==> config.mk <==
export PLATFORM = sky130hd
export DESIGN_NAME = instruction_fetch_unit
export DESIGN_NICKNAME = d
export VERILOG_FILES = /design/src/rtl/instruction_fetch_unit.sv
export SDC_FILE = /design/constraint.sdc
export NUM_CORES = 1
export LEC_CHECK = 0
export BUFFER_PORTS_ARGS = -buffer_cell sky130_fd_sc_hd__buf_2
export CAP_MARGIN = 20
export CORE_ASPECT_RATIO = 0.7
export CORE_UTILIZATION = 28
export CTS_CLUSTER_DIAMETER = 200
export DETAILED_ROUTE_END_ITERATION = 10
export GPL_ROUTABILITY_DRIVEN = 1
export GPL_TIMING_DRIVEN = 0
export MAX_ROUTING_LAYER = met4
export PLACE_DENSITY_LB_ADDON = 0.2
export REMOVE_ABC_BUFFERS = 1
export SLEW_MARGIN = 15
export SYNTH_ARGS = -nofsm -noshare
export SYNTH_HDL_FRONTEND = slang
export SYNTH_SLANG_ARGS = --single-unit
==> constraint.sdc <==
create_clock -name Clock -period 2.9 [get_ports Clock]
set_input_delay 0.29 -clock Clock [delete_from_list [all_inputs] [get_ports Clock]]
set_output_delay 0.29 -clock Clock [all_outputs]
set_load 0.02 [all_outputs]
==> src/rtl/instruction_fetch_unit.sv <==
// instruction_fetch_unit
// Two-byte instruction fetch sequencer. Holds the program counter, reads one
// byte per handshake from a byte-wide memory and steers each byte into the
// low then high half of a downstream 16-bit instruction register. Done pulses
// for one cycle once both halves have been written.
module instruction_fetch_unit #(
    parameter int unsigned                ADDR_WIDTH = 8,
    parameter logic [ADDR_WIDTH-1:0]      RESET_PC   = '0
) (
    input  logic                  Clock,
    input  logic                  Reset,
    input  logic                  Start,
    input  logic                  PCLoad,
    input  logic [ADDR_WIDTH-1:0] PCIn,
    input  logic [7:0]            MemData,
    input  logic                  MemReady,
    output logic                  MemRead,
    output logic [ADDR_WIDTH-1:0] MemAddr,
    output logic [7:0]            IRData,
    output logic                  IRLH,
    output logic                  IRWrite,
    output logic [ADDR_WIDTH-1:0] PC,
    output logic                  Busy,
    output logic                  Done
);

    typedef enum logic [1:0] {
        S_IDLE = 2'd0,
        S_LOW  = 2'd1,
        S_HIGH = 2'd2,
        S_DONE = 2'd3
    } state_t;

    state_t                state_q, state_d;
    logic [ADDR_WIDTH-1:0] pc_q, pc_d;
    logic [ADDR_WIDTH-1:0] pc_inc;

    // Modulo-2^ADDR_WIDTH increment; wrap from all-ones to zero is silent.
    assign pc_inc = pc_q + ADDR_WIDTH'(1);

    // State and program counter registers with synchronous reset.
    always_ff @(posedge Clock) begin
        if (Reset) begin
            state_q <= S_IDLE;
            pc_q    <= RESET_PC;
        end else begin
            state_q <= state_d;
            pc_q    <= pc_d;
        end
    end

    // Next-state, PC update and all outputs, decoded from the current state
    // plus the memory handshake.
    always_comb begin
        state_d = state_q;
        pc_d    = pc_q;
        MemRead = 1'b0;
        IRData  = '0;
        IRLH    = 1'b0;
        IRWrite = 1'b0;
        Busy    = 1'b0;
        Done    = 1'b0;

        unique case (state_q)
            S_IDLE: begin
                // PCLoad is applied before the fetch starts, so a combined
                // Start+PCLoad fetches from the new target.
                if (PCLoad) begin
                    pc_d = PCIn;
                end
                if (Start) begin
                    state_d = S_LOW;
                end
            end
            S_LOW: begin
                MemRead = 1'b1;
                Busy    = 1'b1;
                IRData  = MemData;
                if (MemReady) begin
                    IRWrite = 1'b1;
                    pc_d    = pc_inc;
                    state_d = S_HIGH;
                end
            end
            S_HIGH: begin
                MemRead = 1'b1;
                Busy    = 1'b1;
                IRLH    = 1'b1;
                IRData  = MemData;
                if (MemReady) begin
                    IRWrite = 1'b1;
                    pc_d    = pc_inc;
                    state_d = S_DONE;
                end
            end
            S_DONE: begin
                // Start here is deliberately dropped; it must be re-asserted
                // once back in IDLE.
                Done    = 1'b1;
                state_d = S_IDLE;
            end
            default: begin
                state_d = S_IDLE;
            end
        endcase

        // A reset edge must never write a partial byte or signal completion.
        if (Reset) begin
            IRWrite = 1'b0;
            MemRead = 1'b0;
            Done    = 1'b0;
        end
    end

    assign MemAddr = pc_q;
    assign PC      = pc_q;

endmodule

==> key figures, run 1 <==
CTS
  • Worst-Skew Late Latency: 0.23 ns
  • Setup bufs post-CTS: 0
  • CTS Sinks: 10
  • CTS tree: done
  • CTS Root Cell: clkbuf_8
  • Hold Buf Count CTS: 0
  • Clk buf depth: 2
  • # resized after CTS: 0
  • CTS Buf Count: 3
  • H-Tree Depth: 1
  • Reg clk slew, reported paths: 0.04 ns

Timing
  • Hold Fails Final Rpt: 0
  • Max Fclk: 413 MHz
  • TNS Setup: 0 ns
  • RSZ-0062 raised after global routing: no
  • Tightest Pin Transition: 0.826 ns
  • Fin Clk Skew: 0.000823 ns
  • Max_slew headroom: 44.9%
  • Worst Hold Slack: 0.311 ns
  • Max Slew Vio Count: 0
  • Final Cycle Share: 83.4%
  • Final setup fails: 0
  • Fin crit period: 2.42 ns

Floorplan
  • Cell Rows: 15
  • Die Wd: 66.4 µm
  • IO Pins: 50
  • Starting density of the core: 31.1%
  • Die Area: 0.00312 mm²
  • Die height: 47.1 µm
  • Core area: 0.00261 mm²

Global routing
  • First-pass GRT wire length: 3.12 mm
  • Largest net degree at the start of global routing: 31
  • Initial antenna violation count: 0
  • Gr usage total: 14.4%
  • Total grt overflow: 0
  • Vias in the first global route: 687

Place
  • IO Port Bufs: 49
  • RePlAce Congestion: 0.760
  • Post-DP HPWL: 1.50 mm

Synth
  • Main synth FF type: dfxtp_1
  • Avg Inst Size Synth: 7.73 µm²
  • Post-synth EDFFs: 0
  • Post-Syn Instances: 105
  • Distinct cells, synth: 32
  • Yosys warns: 0
  • Number of synthesized register bits: 10
  • FFs w/ async S/R, synth: 0%
  • Cell area after synthesis: 812 µm²
  • Seq/Total Area, Yosys: 24.7%

Layout
  • Commonest non-fill, non-tap cell in the layout: buf_2
  • Ant. Diodes: 0
  • Final #Nets: 174
  • Final Util: 40.6%
  • Most frequent cells in the layout: buf_2, dfxtp_1, and2_1
  • Area growth syn-to-layout: 30.5%
  • Share of cells above drive strength 1: 37.5%

Worst hold path
  • Hold path depth: 3
  • Hold Crit Start: PCIn[6]
  • Hold worst-path end: MemAddr[6]
  • Hold Path Class: in -> reg

Job
  • Max cap viols: 0

Routing
  • Drt first pass iters: 4
  • DR DRC count: 0
  • Antenna-violating nets left: 0
  • Vias per Instance: 4.72
  • Vias: 840
  • Total wire length: 1.98 mm
  • Routed len/inst: 11.1 µm
  • 1st-iter DRT viols: 14

Pwr
  • Total power draw: 1.19 mW
  • Pwr dens: 1120 mW/mm²
  • Maximum VDD drop: 0.324 mV
  • Pleak: 0.540 nW

Worst setup path
  • R2r worst-path depth: 6
  • Reg2Reg Capture Point: MemAddr[7]
  • CP Launch Type: flip-flop
  • Setup crit end kind: flip-flop
  • Critical path fanouts, max: 30
  • Worst Path Required: 3.06 ns
  • CP Data Arrival Time: 2.57 ns
  • Setup slack, reg-to-reg: 0.48 ns
  • Crit Path Category: reg -> reg
  • Crit Reg-Reg Startpoint: state_q[0]

Run status
  • Status: finished clean
[flip-flops by register name, indices dropped and copies added, names as in the netlist]
| name | cells |
|---|---|
| MemAddr | 8 |
| state_q | 2 |
[stage by stage]
stage | instances | setup WS (ns) | cell area [µm²]
3_3_place_gp | 175 | 0.573 | 1020
3_5_place_dp | 175 | 0.447 | 1020
2_1_floorplan | 92 | 0.671 | 731
5_1_grt | 178 | 0.264 | 1060
4_1_cts | 178 | 0.421 | 1060
6_report | 178 | 0.481 | 1060
[cells by family (layout without fill, tap and decap cells)]
| family | after synthesis | in the layout | synth area share (%) |
|---|---|---|---|
| simple gates | 46 | 46 | 32.4 |
| buf+inv | 18 | 57 | 12.3 |
| mux | 3 | 3 | 3.70 |
| compound gates | 21 | 21 | 16.2 |
| fa+ha+maj | 7 | 7 | 10.8 |
| flops | 10 | 10 | 24.7 |
[metal layers]
layer	part of all wire (%)	track usage, %	wire length (µm)	up-vias
met5	0	-	0	-
li1	-	-	-	435
met4	0.50	3.83	10	0
met1	50	18.1	1000	366
met2	42	22.0	826	36
met3	7.4	5.10	146	3
[layout make-up]
| class | count | area [µm²] |
|---|---|---|
| Sequential cell | 10 | 200 |
| Inverter | 5 | 18.8 |
| Multi-Input combinational cell | 77 | 512 |
| Tap cell | 34 | 42.5 |
| Fill cell | 278 | 1550 |
| Timing Repair Buffer | 49 | 245 |
| Clock buffer | 3 | 41.3 |
[worst max-delay path, stage by stage (launching register included)]
cell      delay (ns)
dfxtp_1         0.38
inv_1           0.11
ha_1            0.64
nor2b_1         0.30
nor3_2          0.49
nand4b_1        0.17
a41oi_1         0.24
[cell usage after synthesis, types with 2 or more instances]
master | n | area share [%]
a211oi_1 | 3 | 2.8
a21oi_1 | 7 | 4.3
and2_1 | 10 | 7.7
buf_2 | 2 | 1.2
buf_4 | 8 | 7.4
clkbuf_1 | 3 | 1.4
dfxtp_1 | 10 | 25
ha_1 | 7 | 11
inv_1 | 5 | 2.3
mux2i_1 | 3 | 3.7
nand2_1 | 8 | 3.7
nand3_1 | 2 | 1.2
nand4_1 | 2 | 1.5
nor2_1 | 7 | 3.2
nor2b_1 | 6 | 4.6
nor3_1 | 3 | 1.8
o211ai_1 | 2 | 1.8
o21ai_1 | 2 | 1.2
o22ai_1 | 2 | 1.5
[where the power goes]
group	internal, mW	switching (mW)	total (mW)
sequential	0.197	0.0881	0.285
combinational	0.286	0.475	0.761
clock	0.0905	0.0506	0.141
[worst max path at each step]
stage	start	to	slack (ns)	cells after the start
6_report	state_q[0]	MemAddr[7]	0.48	6
5_1_grt	state_q[1]	IRWrite	0.26	5
4_1_cts	state_q[0]	MemAddr[7]	0.42	6
3_5_place_dp	state_q[0]	MemAddr[7]	0.45	6
3_3_place_gp	state_q[0]	MemAddr[7]	0.57	6
2_1_floorplan	state_q[0]	IRWrite	0.67	4
Note: power is estimated with default switching activity, not from simulation.
==> run 2, diff against run 1 <==
==> constraint.sdc (replaced) <==
create_clock -name Clock -period 2.1 [get_ports Clock]
set_input_delay 0.21 -clock Clock [delete_from_list [all_inputs] [get_ports Clock]]
set_output_delay 0.21 -clock Clock [all_outputs]
set_load 0.02 [all_outputs]
==> key figures, run 2 (synthesized netlist as in run 1, its figures left out) <==
Routing
  • Routed len/inst: 11.7 µm
  • Antenna-violating nets left: 0
  • Drt first pass iters: 4
  • 1st-iter DRT viols: 28
  • Vias per Instance: 4.67
  • Vias: 836
  • DR DRC count: 0
  • Total wire length: 2.09 mm

Floorplan
  • Die Area: 0.00312 mm²
  • IO Pins: 50
  • Die Wd: 66.4 µm
  • Core area: 0.00261 mm²
  • Starting density of the core: 31.1%
  • Cell Rows: 15
  • Die height: 47.1 µm

Layout
  • Most frequent cells in the layout: buf_2, dfxtp_1, and2_1
  • Share of cells above drive strength 1: 38.6%
  • Ant. Diodes: 0
  • Largest register FFs: 8
  • Area growth syn-to-layout: 34.2%
  • Commonest non-fill, non-tap cell in the layout: buf_2
  • Final #Nets: 175

Timing
  • Max_slew headroom: 72.0%
  • Final setup fails: 0
  • Worst Hold Slack: 0.231 ns
  • Final Cycle Share: 93.3%
  • RSZ-0062 raised after global routing: no
  • Tightest Pin Transition: 0.418 ns
  • Fin crit period: 1.96 ns
  • Fin Clk Skew: 0.000748 ns
  • Hold Fails Final Rpt: 0
  • Max Slew Vio Count: 0
  • Final worst slack: 0.140 ns
  • Max Fclk: 510 MHz

Worst hold path
  • Hold Path Class: in -> reg

Worst setup path
  • R2r worst-path depth: 6
  • Setup slack, reg-to-reg: 0.14 ns
  • Worst Path Required: 2.27 ns
  • CP max stage cell: or4_1
  • Setup crit end kind: flip-flop
  • Reg2Reg Capture Point: MemAddr[5]
  • CP Launch Type: flip-flop
  • Crit Path Category: reg -> reg
  • Launch point of the worst path: state_q[1]
  • CP Data Arrival Time: 2.13 ns
  • Critical path's largest stage delay: 0.46 ns
  • Setup crit end: MemAddr[5]
  • Cell Chain, Critical Path: inv_1, ha_4, nor2b_1, or4_1, o31a_1, a21oi_1
  • Crit Reg-Reg Startpoint: state_q[1]
  • Critical path fanouts, max: 16

Place
  • RePlAce Congestion: 0.760
  • IO Port Bufs: 49
  • Post-DP HPWL: 1.50 mm
  • Post-Place Worst Slack: -0.353 ns

CTS
  • Reg clk slew, reported paths: 0.04 ns
  • CTS Root Cell: clkbuf_8
  • H-Tree Depth: 1
  • Clk buf depth: 2
  • Worst-Skew Late Latency: 0.23 ns
  • CTS Sinks: 10
  • Hold Buf Count CTS: 0
  • CTS tree: done
  • CTS Buf Count: 3

Pwr
  • Total power draw: 1.72 mW
  • Pleak: 0.549 nW
  • Pwr dens: 1580 mW/mm²
  • Maximum VDD drop: 0.570 mV

Global routing
  • Vias in the first global route: 699
  • Initial antenna violation count: 0
  • First-pass GRT wire length: 3.16 mm
  • Total grt overflow: 0
  • Largest net degree at the start of global routing: 31
  • Gr usage total: 14.6%

Job
  • Max cap viols: 0

Run status
  • Status: finished clean
[run 2: cell count changes in the layout (fill, tap and decap cells not counted), sizes merged]
cell,delta
buf,+1
[run 2: where the power goes]
part           switching, mW  internal (mW)  total, mW  leakage (nW)
Combinational          0.681          0.446       1.13         0.445
Clock                 0.0699          0.125      0.195        0.0216
Sequential             0.123          0.272      0.395        0.0827
[run 2: worst min path at each step]
| stage | from | end | slack, ns | depth (start not counted) |
|---|---|---|---|---|
| after floorplan | Reset | MemAddr[2] | 0.28 | 1 |
| after CTS | PCIn[6] | MemAddr[6] | 0.23 | 3 |
| after global routing | PCIn[6] | MemAddr[6] | 0.25 | 3 |
| after detailed placement | PCIn[6] | MemAddr[6] | 0.48 | 3 |
| final | PCIn[6] | MemAddr[6] | 0.23 | 3 |
| after global placement | PCIn[6] | MemAddr[6] | 0.48 | 3 |
[run 2: timing repair]
action                                  CTS  global route
gates resized for setup                   3             0
pin swaps                                 0             1
endpoints found under the setup margin   19             3
buffers inserted                          0             1
[run 2: layout make-up]
class / count / area, µm²
Timing Repair Buffer: 50 / 256
Multi-Input combinational cell: 77 / 531
Tap cell: 34 / 42.5
Clock buffer: 3 / 41.3
Inverter: 5 / 18.8
Sequential cell: 10 / 200
Fill cell: 276 / 1520
[run 2: critical path, delay by kind of cell, from the launching register on]
kind / cells / cell delay, ns
compound gates: 2 / 0.39
fa+ha+maj: 1 / 0.32
buf+inv: 1 / 0.14
flops: 1 / 0.40
simple gates: 2 / 0.64
[run 2: stage by stage]
step,util (%),instance area [µm²],setup TNS (ns),cells
after global placement,39.0,1020,-1.27,175
final,41.8,1090,0,179
after global routing,41.8,1090,0,179
after detailed placement,39.0,1020,-1.87,175
after floorplan,-,731,-0.115,92
after CTS,41.3,1080,0,178
[run 2: metal layers]
| metal | track usage (%) | up-vias | wire length [µm] |
|---|---|---|---|
| li1 | - | 436 | - |
| met1 | 18.1 | 369 | 1050 |
| met2 | 22.7 | 28 | 883 |
| met3 | 5.10 | 3 | 146 |
| met4 | 3.83 | 0 | 10 |
| met5 | - | - | 0 |
==> run 3, diff against run 2 <==
--- a/config.mk
+++ b/config.mk
@@ -7,8 +7,10 @@
 export LEC_CHECK = 0
 export BUFFER_PORTS_ARGS = -buffer_cell sky130_fd_sc_hd__buf_2
 export CAP_MARGIN = 20
+export CELL_PAD_IN_SITES_DETAIL_PLACEMENT = 0
+export CELL_PAD_IN_SITES_GLOBAL_PLACEMENT = 2
 export CORE_ASPECT_RATIO = 0.7
-export CORE_UTILIZATION = 28
+export CORE_UTILIZATION = 19
 export CTS_CLUSTER_DIAMETER = 200
 export DETAILED_ROUTE_END_ITERATION = 10
 export GPL_ROUTABILITY_DRIVEN = 1
@@ -16,6 +18,7 @@
 export MAX_ROUTING_LAYER = met4
 export PLACE_DENSITY_LB_ADDON = 0.2
 export REMOVE_ABC_BUFFERS = 1
+export SKIP_LAST_GASP = 1
 export SLEW_MARGIN = 15
 export SYNTH_ARGS = -nofsm -noshare
 export SYNTH_HDL_FRONTEND = slang
==> key figures, run 3 (synthesized netlist as in run 1, its figures left out) <==
CTS
  • CTS Root Cell: clkbuf_8
  • Worst-Skew Late Latency: 0.24 ns
  • Clk buf depth: 2
  • Reg clk slew, reported paths: 0.05 ns
  • CTS tree: done
  • CTS Buf Count: 3
  • Hold Buf Count CTS: 0
  • H-Tree Depth: 1
  • CTS Sinks: 10

Pwr
  • Total power draw: 1.78 mW
  • Maximum VDD drop: 0.542 mV
  • Pleak: 0.557 nW
  • Pwr dens: 1570 mW/mm²

Timing
  • Final Cycle Share: 92.2%
  • Fin crit period: 1.94 ns
  • Final setup fails: 0
  • Worst Hold Slack: 0.232 ns
  • TNS Setup: 0 ns
  • Hold Fails Final Rpt: 0
  • Max_slew headroom: 72.2%
  • Max Slew Vio Count: 0
  • Fin Clk Skew: 0.000566 ns
  • Final worst slack: 0.165 ns
  • Max Fclk: 517 MHz
  • Tightest Pin Transition: 0.414 ns
  • RSZ-0062 raised after global routing: no

Routing
  • Drt first pass iters: 4
  • Vias: 858
  • Routed len/inst: 11.7 µm
  • Total wire length: 2.31 mm
  • Vias per Instance: 4.33
  • 1st-iter DRT viols: 21
  • DR DRC count: 0
  • Antenna-violating nets left: 0

Floorplan
  • Die height: 56.7 µm
  • Die Wd: 80.1 µm
  • IO Pins: 50
  • Die Area: 0.00454 mm²
  • Cell Rows: 19
  • Core area: 0.00402 mm²
  • Starting density of the core: 20.2%

Worst setup path
  • Critical path fanouts, max: 16
  • Setup crit end kind: flip-flop
  • Critical path's largest stage delay: 0.47 ns
  • Cell Chain, Critical Path: inv_1, ha_4, nor2b_1, or4_1, o31a_1, a21oi_1
  • Reg2Reg Capture Point: MemAddr[5]
  • Crit Reg-Reg Startpoint: state_q[0]
  • Crit-path leading delay family: simple AND/OR/NAND/NOR gates
  • Launch point of the worst path: state_q[0]
  • Setup crit end: MemAddr[5]
  • Worst Path Required: 2.27 ns
  • WP buf/inv: 1
  • Setup slack, reg-to-reg: 0.16 ns
  • CP Data Arrival Time: 2.11 ns
  • CP max stage cell: or4_1
  • CP Launch Type: flip-flop
  • Stages on the worst setup path: 6
  • R2r worst-path depth: 6
  • Crit Path Category: reg -> reg

Layout
  • Area growth syn-to-layout: 38.8%
  • Final cell count without fillers: 198
  • Final instance area: 0.00113 mm²
  • Commonest non-fill, non-tap cell in the layout: buf_2
  • Ant. Diodes: 0
  • Largest register FFs: 8
  • Final Util: 28.1%
  • Share of cells above drive strength 1: 39.7%
  • Final #Nets: 175
  • Most frequent cells in the layout: buf_2, and2_1, dfxtp_1

Global routing
  • Vias in the first global route: 743
  • Gr usage total: 11.0%
  • Initial antenna violation count: 0
  • First-pass GRT wire length: 3.60 mm
  • Largest net degree at the start of global routing: 31
  • Total grt overflow: 0

Place
  • IO Port Bufs: 49
  • Post-Place Worst Slack: -0.349 ns
  • RePlAce Congestion: 0.718
  • Cells after DPL: 193
  • Post-DP HPWL: 1.67 mm
  • Post-place instance area: 0.00104 mm²

Job
  • Max cap viols: 0

Worst hold path
  • Hold Path Class: in -> reg

Run status
  • Status: finished clean
==> run 3: cell types whose count changed in the layout (fill, tap and decap cells not counted), sizes merged <==
cell	delta
clkbuf	+1
==> run 3: worst min-delay path by stage <==
stage          cells after the start  slack, ns    endpoint  startpoint
4_1_cts                            3       0.23  MemAddr[6]     PCIn[6]
6_report                           3       0.23  MemAddr[6]     PCIn[6]
5_1_grt                            3       0.26  MemAddr[6]     PCIn[6]
3_5_place_dp                       3       0.48  MemAddr[6]     PCIn[6]
2_1_floorplan                      1       0.28  MemAddr[2]       Reset
3_3_place_gp                       3       0.48  MemAddr[6]     PCIn[6]
==> run 3: metal layers <==
| metal | wire length [µm] | part of all wire (%) | GRT usage, % |
|---|---|---|---|
| met1 | 1240 | 53 | 15.5 |
| met2 | 914 | 40 | 14.7 |
| met3 | 154 | 6.7 | 4.39 |
| met4 | 4 | 0.17 | 1.53 |
| met5 | 0 | 0 | - |
==> run 3: tightest hold or removal path, cell delays in order <==
cell,delay [ns]
buf_2,0.10
nand2_1,0.04
a31oi_1,0.06
==> run 3: repair_timing <==
action,in CTS,in global routing
endpoints found under the setup margin,19,6
gates resized for setup,3,1
pin swaps,0,1
cloned,0,0
setup buffers,0,1
==> run 3: final cells by class <==
cell class	count	area, µm²
clock buffers	4	55.1
multi-input cells	77	531
inverters	5	18.8
flip-flops and latches	10	201
repair buffers	50	256
fillers	465	2890
well taps	52	65.1
==> run 3: where the power goes <==
part / internal [mW] / total [mW] / switching [mW]
Sequential: 0.273 / 0.394 / 0.121
Clock: 0.165 / 0.243 / 0.0781
Combinational: 0.446 / 1.14 / 0.692
